==> config.mk <==
export PLATFORM = sky130hd
export DESIGN_NAME = logic_gate_unit
export DESIGN_NICKNAME = d
export VERILOG_FILES = /design/src/rtl/logic_gate_unit.sv
export SDC_FILE = /design/constraint.sdc
export NUM_CORES = 1
export LEC_CHECK = 0
export BUFFER_PORTS_ARGS = -buffer_cell sky130_fd_sc_hd__buf_2
export CAP_MARGIN = 20
export CORE_ASPECT_RATIO = 1.5
export CORE_MARGIN = 1
export CORE_UTILIZATION = 30
export DETAILED_ROUTE_END_ITERATION = 16
export PLACE_DENSITY = 0.56
export SLEW_MARGIN = 10
export SYNTH_ARGS = -nofsm -noshare
export SYNTH_HDL_FRONTEND = slang
export SYNTH_SLANG_ARGS = --single-unit
==> constraint.sdc <==
create_clock -name clk -period 3.4 [get_ports clk]
set_input_delay 0.17 -clock clk [delete_from_list [all_inputs] [get_ports clk]]
set_output_delay 0.17 -clock clk [all_outputs]
set_load 0.005 [all_outputs]
==> src/rtl/logic_gate_unit.sv <==
// Bitwise logic unit: one operation per accepted input, results queued in a
// 2-entry FIFO and counted as the consumer takes them.
module logic_gate_unit #(
  parameter int WIDTH = 8,
  parameter int CNT_W = 16
) (
  input  logic             clk,
  input  logic             rst,
  input  logic [WIDTH-1:0] A,
  input  logic [WIDTH-1:0] B,
  input  logic [2:0]       mode,
  input  logic             in_valid,
  output logic             in_ready,
  output logic [WIDTH-1:0] C,
  output logic             C_zero,
  output logic             out_valid,
  input  logic             out_ready,
  output logic [CNT_W-1:0] op_count
);

  // Handshakes: a transfer happens on a rising edge where valid and ready are
  // both high; ready/valid are pure functions of occupancy, never of the peer.
  logic [WIDTH-1:0] mem_q [2];
  logic [WIDTH-1:0] mem_d [2];
  logic             wr_ptr_q, wr_ptr_d;
  logic             rd_ptr_q, rd_ptr_d;
  logic [1:0]       occ_q, occ_d;
  logic [CNT_W-1:0] op_count_q, op_count_d;
  logic [WIDTH-1:0] result;
  logic             push;
  logic             pop;

  always_comb begin
    result = A;
    case (mode)
      3'b000:  result = A & B;
      3'b001:  result = A | B;
      3'b010:  result = A ^ B;
      3'b011:  result = ~(A & B);
      3'b100:  result = ~(A | B);
      3'b101:  result = ~(A ^ B);
      3'b110:  result = ~A;
      default: result = A;
    endcase
  end

  assign in_ready  = (occ_q != 2'd2);
  assign out_valid = (occ_q != 2'd0);
  assign push      = in_valid && in_ready;
  assign pop       = out_valid && out_ready;

  always_comb begin
    mem_d      = mem_q;
    wr_ptr_d   = wr_ptr_q;
    rd_ptr_d   = rd_ptr_q;
    occ_d      = occ_q;
    op_count_d = op_count_q;
    if (push) begin
      mem_d[wr_ptr_q] = result;
      wr_ptr_d        = ~wr_ptr_q;
    end
    if (pop) begin
      rd_ptr_d   = ~rd_ptr_q;
      op_count_d = op_count_q + CNT_W'(1);
    end
    if (push && !pop)
      occ_d = occ_q + 2'd1;
    else if (pop && !push)
      occ_d = occ_q - 2'd1;
  end

  always_ff @(posedge clk or posedge rst) begin
    if (rst) begin
      for (int i = 0; i < 2; i++) mem_q[i] <= '0;
      wr_ptr_q   <= 1'b0;
      rd_ptr_q   <= 1'b0;
      occ_q      <= 2'd0;
      op_count_q <= '0;
    end else begin
      mem_q      <= mem_d;
      wr_ptr_q   <= wr_ptr_d;
      rd_ptr_q   <= rd_ptr_d;
      occ_q      <= occ_d;
      op_count_q <= op_count_d;
    end
  end

  // Output is forced to zero while empty so stale entries never leak out.
  assign C        = out_valid ? mem_q[rd_ptr_q] : '0;
  assign C_zero   = out_valid && (mem_q[rd_ptr_q] == '0);
  assign op_count = op_count_q;

endmodule

==> metrics.txt, run 1 <==
status=finished, final reports clean; GRT Util Overall=0.1227; Yosys cell types=43; clk sinks=36; first-pass GRT wire length=8.604 mm; vias in the first global route=1,905; dpl ws=1473 ps; Mapped Cells=274; drt pass-1 iters=4; Worst-path clk slew=50 ps; Area Growth Syn to Fin=17.99%; FMAX=0.4530 GHz; worst slew pin tran=672.3 ps; final worst path period share=0.6492; HPWL after DPL=3.781 mm; Synth warnings=0; Critical Path Start=rd_ptr_q$_DFFE_PP0P_; post-synthesis sequential area ratio=0.3607; Post-DP Area=2800 um^2; synthesized area=2497 um^2; DRT iter0 DRCs=45; Inst Count DP=414; RR Endpoint=mem_q[13]$_DFFE_PP0P_; CTS max path bufs=2; crit-path max cell delay=680 ps; CP endpoint kind=output port; clk_lat worst skew=270 ps; post-cts hold buffer count=0; antenna-violating nets left=0; #FFs+latches synth=36; CTS Root Cell=clkbuf_16; share of flip-flops with an asynchronous set or reset=1.000; Critical R2R Launch=occ_q[0]$_DFFE_PP0P_; Core Area=8058 um^2; arrival time worst endpoint=2040 ps; vias=2,023; crit path kind=flip-flop to output port; ys flop type=dfrtp_1; I/O pin count=50; Clk pwr share=0.234; post_cts resized=0; share of power burned in combinational logic=0.367; CP max-delay cell=dfrtp_1; ant diodes=0; Reg2Reg Setup Slack=1730 ps; min Tclk post-route=2207 ps; Worst IR Drop VDD=218.5 uV; path depth of the worst reg2reg path=4; area taken by multi-input logic gates=1418 um^2; Lkg Pwr=1.414 nW; unrepaired setup endpoints after global routing=no; Slew headroom=0.5518; register area=900.9 um^2; DR DRC count=0; Final Hold Viols=0; synthesized area per cell=9.115 um^2; row cnt=40; Die H=113.7 um; final wirelength=4.980 mm; Initial Util=0.3099; share of cells above drive strength 1=0.2334; Critical Path RT=3230 ps; Hold Path Class=primary input to async pin; Post-CTS Repair Setup Buffers=0; final instance area=2947 um^2; Layout Nets=357; Power Density=647.8 nW/um^2; Int Pwr=1.249 mW; Final GP Congestion=0.7228; Via density=4.794; input/output buffers=49; htree depth=2; sw power=0.6601 mW; Fin Clk Skew=1.998 ps; crit path max fanout=13; DR WL/cell=11.80 um; die footprint=8701 um^2; crit path cell chain=or4b_2 -> o22ai_1 -> and3_1 -> buf_2; largest net degree at the start of global routing=44; CTS tree=yes; Final Non-Filler Cells=422; Util after Layout=0.3657; GR Overflow Total=0; Post-Syn Nets=315; Inserted Clock Buffers=5; final number of setup-violating endpoints=0; post-route setup slack=1193 ps; initial antenna violation count=0; switch share=0.3458; FILL cells=825; Slew Limit Fails=0; max cap viols=0; Flop pwr share=0.399; EDFF count, synth=0; Worst setup SP type=flip-flop; setup total negative slack=0 ps; Die W=76.50 um
cell families after synthesis:
kind of cell    Yosys count  share of synthesized area
compound gates           59                     0.1538
mux                      25                     0.1117
simple gates             75                     0.1418
flops                    36                     0.3607
buf+inv                  41                    0.07164
fa+ha+maj                18                    0.09018
xor+xnor                 20                    0.07014
layout by cell type, fill, tap and decap left out, types with 2 or more instances in the layout:
master,instances
mux2_2,13
clkbuf_1,2
buf_2,49
o211ai_1,6
and3_1,4
or4_1,2
nand2_1,17
nor2_1,30
and4_1,3
a21oi_1,12
ha_1,18
xnor2_1,17
a211oi_1,9
clkbuf_16,5
mux2i_1,11
nand3_1,8
o21ai_0,15
nor2b_1,2
o21a_1,3
xor2_1,3
dfrtp_1,36
nand2b_1,2
inv_1,26
o22ai_1,4
per-layer routing:
metal | part of all wire | wire (um) | global-route usage | vias to the layer above
met1 | 0.45 | 2263 | 0.1478 | 935
met5 | 0 | 0 | 0 | -
met2 | 0.50 | 2485 | 0.2192 | 48
met3 | 0.034 | 169 | 0.02080 | 4
met4 | 0.012 | 61 | 0.04231 | 0
li1 | - | - | - | 1036
cell type report:
| type | instances | area share |
|---|---|---|
| Timing Repair Buffer | 50 | 0.08577 |
| Tap cell | 105 | 0.04459 |
| Sequential cell | 36 | 0.3057 |
| Multi-Input combinational cell | 197 | 0.4811 |
| Clock buffer | 8 | 0.04968 |
| Inverter | 26 | 0.03312 |
per-stage QoR:
step / hold slack, ps / power, mW
after floorplan: 337.0 / 1.229
after global placement: 311.4 / 1.468
after detailed placement: 316.4 / 1.488
after CTS: 27.23 / 1.948
after global routing: 66.95 / 2.070
final: 0.6317 / 1.909
flip-flops by register name (all words and copies together) (netlist names):
signal and cells:
occ_q 2, mem_q 16, op_count 16, wr_ptr_q 1
rd_ptr_q 1
how the worst max path moves through the flow:
| stage | to |
|---|---|
| after floorplan | mem_q[12]$_DFFE_PP0P_ |
| after detailed placement | C_zero |
| after global placement | C_zero |
| final | C_zero |
| after CTS | C_zero |
| after global routing | C_zero |
critical path: cells and delay by family, from the launching register on:
kind | cells | cell delay (ps)
AOI/OAI and AO/OA | 1 | 160
buffers and inverters | 1 | 110
DFF | 1 | 680
and+or+nand+nor | 2 | 820
cell usage after synthesis (all sizes together), types with 2 or more instances:
library cell,n,area [um^2]
or4,2,15.01
o21ai,17,88.83
o21a,3,22.52
nor2b,2,12.51
nand2,17,63.81
o22ai,4,25.02
and2,2,12.52
ha,18,225.2
buf,13,73.82
xor2,3,26.28
clkbuf,2,7.510
a211oi,9,67.56
inv,26,97.59
and3,4,25.02
mux2,13,146.4
dfrtp,36,900.9
mux2i,11,110.1
nand2b,2,12.51
nand3,8,40.04
and4,3,26.28
o211ai,6,45.04
a21oi,12,60.06
nor2,31,118.9
xnor2,17,148.9
power by group through the flow:
stage | clock network [mW] | logic [mW] | registers (mW)
CTS | 0.464 | 0.719 | 0.765
finish | 0.446 | 0.701 | 0.762
global placement | 0 | 0.701 | 0.768
global route | 0.477 | 0.799 | 0.793
floorplan | 0 | 0.526 | 0.703
detailed placement | 0 | 0.716 | 0.771
(Power assumes the default switching activity.)
==> inputs of run 2 (changes only) <==
- ABC_AREA: not set -> 1
- PLACE_DENSITY: 0.56 -> 0.55
- clock period: 3.4 -> 2.1 ns (I/O delays scaled with it)
==> run 2 against run 1 <==
Compared with the run above:
- die area grew 7.3%
- core utilization up 0.62 points
- worst setup slack got worse by 820 ps
- register-to-register slack got worse by 1200 ps
- first-iteration DRC count up 91%
- non-clock buffer count is 3 higher
- final cell count rose by 32%
- largest power group is now combinational logic
- clock skew grew 4.0 ps
- critical path type unchanged
==> metrics.txt, run 2 <==
status=finished, final reports clean; first-pass GRT wire length=11.36 mm (+32%); max cap viols=0 (unchanged); Via density=4.692 (-2.1%); Slew Limit Fails=0 (unchanged); CTS tree=yes; most frequent cell after synthesis=nand2_1; register area=900.9 um^2 (unchanged); unrepaired setup endpoints after global routing=no; Lkg Pwr=1.848 nW (+31%); input/output buffers=49 (unchanged); worst slew pin tran=975.3 ps (+303.0 ps); XOR/XNOR share of the synthesized area=0.03590 (-0.03424); post-synth top area cell=dfrtp_1; dpl ws=410.4 ps (-1063 ps); Flop pwr share=0.371 (-0.028); adder-cell share of the synthesized area=0.08392 (-0.006264); share of cells above drive strength 1=0.1574 (-0.07601); post-synthesis compound-gate area fraction=0.02331 (-0.1305); DRT iter0 DRCs=86 (+91%); Post-Synth Simple-Gate Area=0.4037 (+0.2619); CP endpoint kind=output port; largest family of logic cells by synthesized area=simple AND/OR/NAND/NOR gates; Util after Layout=0.3718 (+0.006159); CP max-delay cell=dfrtp_1; sw power=1.187 mW (+80%); post-route setup slack=374.8 ps (-817.9 ps); htree depth=2 (unchanged); GR Overflow Total=0 (unchanged); crit path cell chain=inv_1 -> nand2_1 -> nand2_1 -> nor2_1 -> nand4_1 -> nor2_1 -> buf_2; synthesized area per cell=6.693 um^2 (-27%); Final GP Congestion=0.7690 (+6.4%); Power Density=968.3 nW/um^2 (+49%); ant diodes=0 (unchanged); antenna-violating nets left=0 (unchanged); Post-Syn Nets=442 (+40%); CTS Root Cell=clkbuf_16; hold path start=in_valid; path depth of the worst reg2reg path=8 (+4); setup total negative slack=0 ps (unchanged); die footprint=9336 um^2 (+7.3%); share of power burned in combinational logic=0.389 (+0.022); WP buf/inv=2 (+1); Die W=79.23 um (+3.6%); clk sinks=36 (unchanged); synthesized area=2684 um^2 (+7.5%); CTS max path bufs=2 (unchanged); GRT Util Overall=0.1485 (+0.02579); post_cts resized=0 (unchanged); Area Growth Syn to Fin=18.69%; Slew headroom=0.3474 (-0.2044); commonest non-fill, non-tap cell in the layout=nand2_1; Fin Clk Skew=5.990 ps (+3.992 ps); FMAX=0.5796 GHz; Worst setup SP type=flip-flop; post-synthesis sequential area ratio=0.3357 (-0.02506); drt pass-1 iters=4 (unchanged); vias in the first global route=2,563 (+35%); Reg2Reg Setup Slack=500 ps (-1230 ps); clk_lat worst skew=270 ps (about the same); Hold Path Class=primary input to flip-flop; Post-DP Area=3027 um^2 (+8.1%); mux contribution to synthesized area=0.01865 (-0.09308); final instance area=3186 um^2 (+8.1%); crit-path max cell delay=580 ps (-100 ps); Core Area=8567 um^2 (+6.3%); Critical R2R Launch=occ_q[0]$_DFFE_PP0P_; #FFs+latches synth=36 (unchanged); crit path kind=flip-flop to output port; row cnt=41 (+2.5%); vias=2,618 (+29%); Clk pwr share=0.241 (+0.007); FILL cells=906 (+9.8%); Worst Hold Depth=4; area taken by multi-input logic gates=1518 um^2 (+7.1%); Initial Util=0.3133 (+0.003338); Synth warnings=0 (unchanged); DR DRC count=0 (unchanged); Die H=117.8 um (+3.6%); Mapped Cells=401 (+46%); HPWL after DPL=4.954 mm (+31%); DR WL/cell=11.35 um (-3.8%); Worst-path clk slew=60 ps (about the same); arrival time worst endpoint=1620 ps (-420 ps); critical path's top delay family=flip-flops; final number of setup-violating endpoints=0 (unchanged); post-synth top area share=0.3357 (-0.02506); Layout Nets=491 (+38%); EDFF count, synth=0 (unchanged); Inserted Clock Buffers=5 (unchanged); final worst path period share=0.8215; Commonest cells post-synth=135 x nand2_1, 51 x inv_1, 48 x nand3_1; ys flop type=dfrtp_1; highest-count cells in the layout ignoring fill and taps=135 x nand2_1, 51 x inv_1, 49 x buf_2; switch share=0.3847 (+0.03889); largest cells by area after synthesis=dfrtp_1 34%, nand2_1 19%, nand3_1 9.0%; Yosys cell types=21 (-51%); initial antenna violation count=0 (unchanged); min Tclk post-route=1725 ps; Int Pwr=1.898 mW (+52%); I/O pin count=50 (unchanged); largest net degree at the start of global routing=29 (-34%); share of flip-flops with an asynchronous set or reset=1.000 (unchanged); Hold Path Sink=wr_ptr_q$_DFFE_PP0P_; RR Endpoint=occ_q[1]$_DFFE_PP0P_; crit path max fanout=9 (-4); Final Hold Viols=0 (unchanged); Worst IR Drop VDD=624.5 uV (+190%); Critical Path RT=2000 ps (-1230 ps); final wirelength=6.333 mm (+27%)
[run 2: layout make-up]
type,count,share of cell area
multi-input combinational,299,0.4764
clock inverter,2,0.003142
inverter,55,0.06481
tap,107,0.04203
timing repair buffer,53,0.08720
sequential,36,0.2828
clock buffer,6,0.04360
[run 2: worst max path at each step]
| stage | cells after the start | start | to |
|---|---|---|---|
| floorplan | 8 | occ_q[0]$_DFFE_PP0P_ | occ_q[1]$_DFFE_PP0P_ |
| global placement | 8 | mode[1] | mem_q[12]$_DFFE_PP0P_ |
| detailed placement | 8 | mode[1] | mem_q[15]$_DFFE_PP0P_ |
| CTS | 7 | rd_ptr_q$_DFFE_PP0P_ | C_zero |
| global route | 7 | rd_ptr_q$_DFFE_PP0P_ | C_zero |
| finish | 7 | rd_ptr_q$_DFFE_PP0P_ | C_zero |
[run 2: metal layers]
layer  part of all wire  global-route usage  vias to the layer above
li1                   -                   -                     1372
met1               0.44              0.1794                     1160
met2               0.50              0.2597                       78
met3              0.047             0.02791                        8
met4              0.012             0.04659                        0
met5                  0                   0                        -
[run 2: cell families (layout without fill, tap and decap cells)]
kind of cell | count (synthesis) | count (layout)
DFF | 36 | 36
xor gates and xnor gates | 11 | 11
AOI/OAI and AO/OA | 12 | 12
and+or+nand+nor | 253 | 253
adders and majority gates | 18 | 18
muxes | 5 | 5
buffers and inverters | 66 | 116
[run 2: worst min-delay path: cells and delay by family]
kind,cells,cell delay [ps]
simple gates,3,200
buf+inv,1,80
[run 2: per-stage QoR]
| stage | power (mW) | hold WS, ps | instances |
|---|---|---|---|
| 6_report | 3.085 | 139.0 | 558 |
| 5_1_grt | 3.371 | 164.1 | 558 |
| 4_1_cts | 3.139 | 141.5 | 558 |
| 3_5_place_dp | 2.381 | 127.1 | 549 |
| 3_3_place_gp | 2.353 | 123.3 | 549 |
| 2_1_floorplan | 1.929 | 272.0 | 401 |
[run 2: power by group through the flow]
stage	registers, mW	logic [mW]	clock network (mW)
floorplan	1.09	0.840	0
global placement	1.15	1.20	0
detailed placement	1.16	1.22	0
CTS	1.15	1.23	0.761
global route	1.19	1.39	0.791
finish	1.14	1.20	0.742
[run 2: repair_timing]
action                                  CTS  global route
hold endpoints to repair                 10             0
hold buffers                              1             0
setup buffers                             0             0
endpoints found under the setup margin    0             0
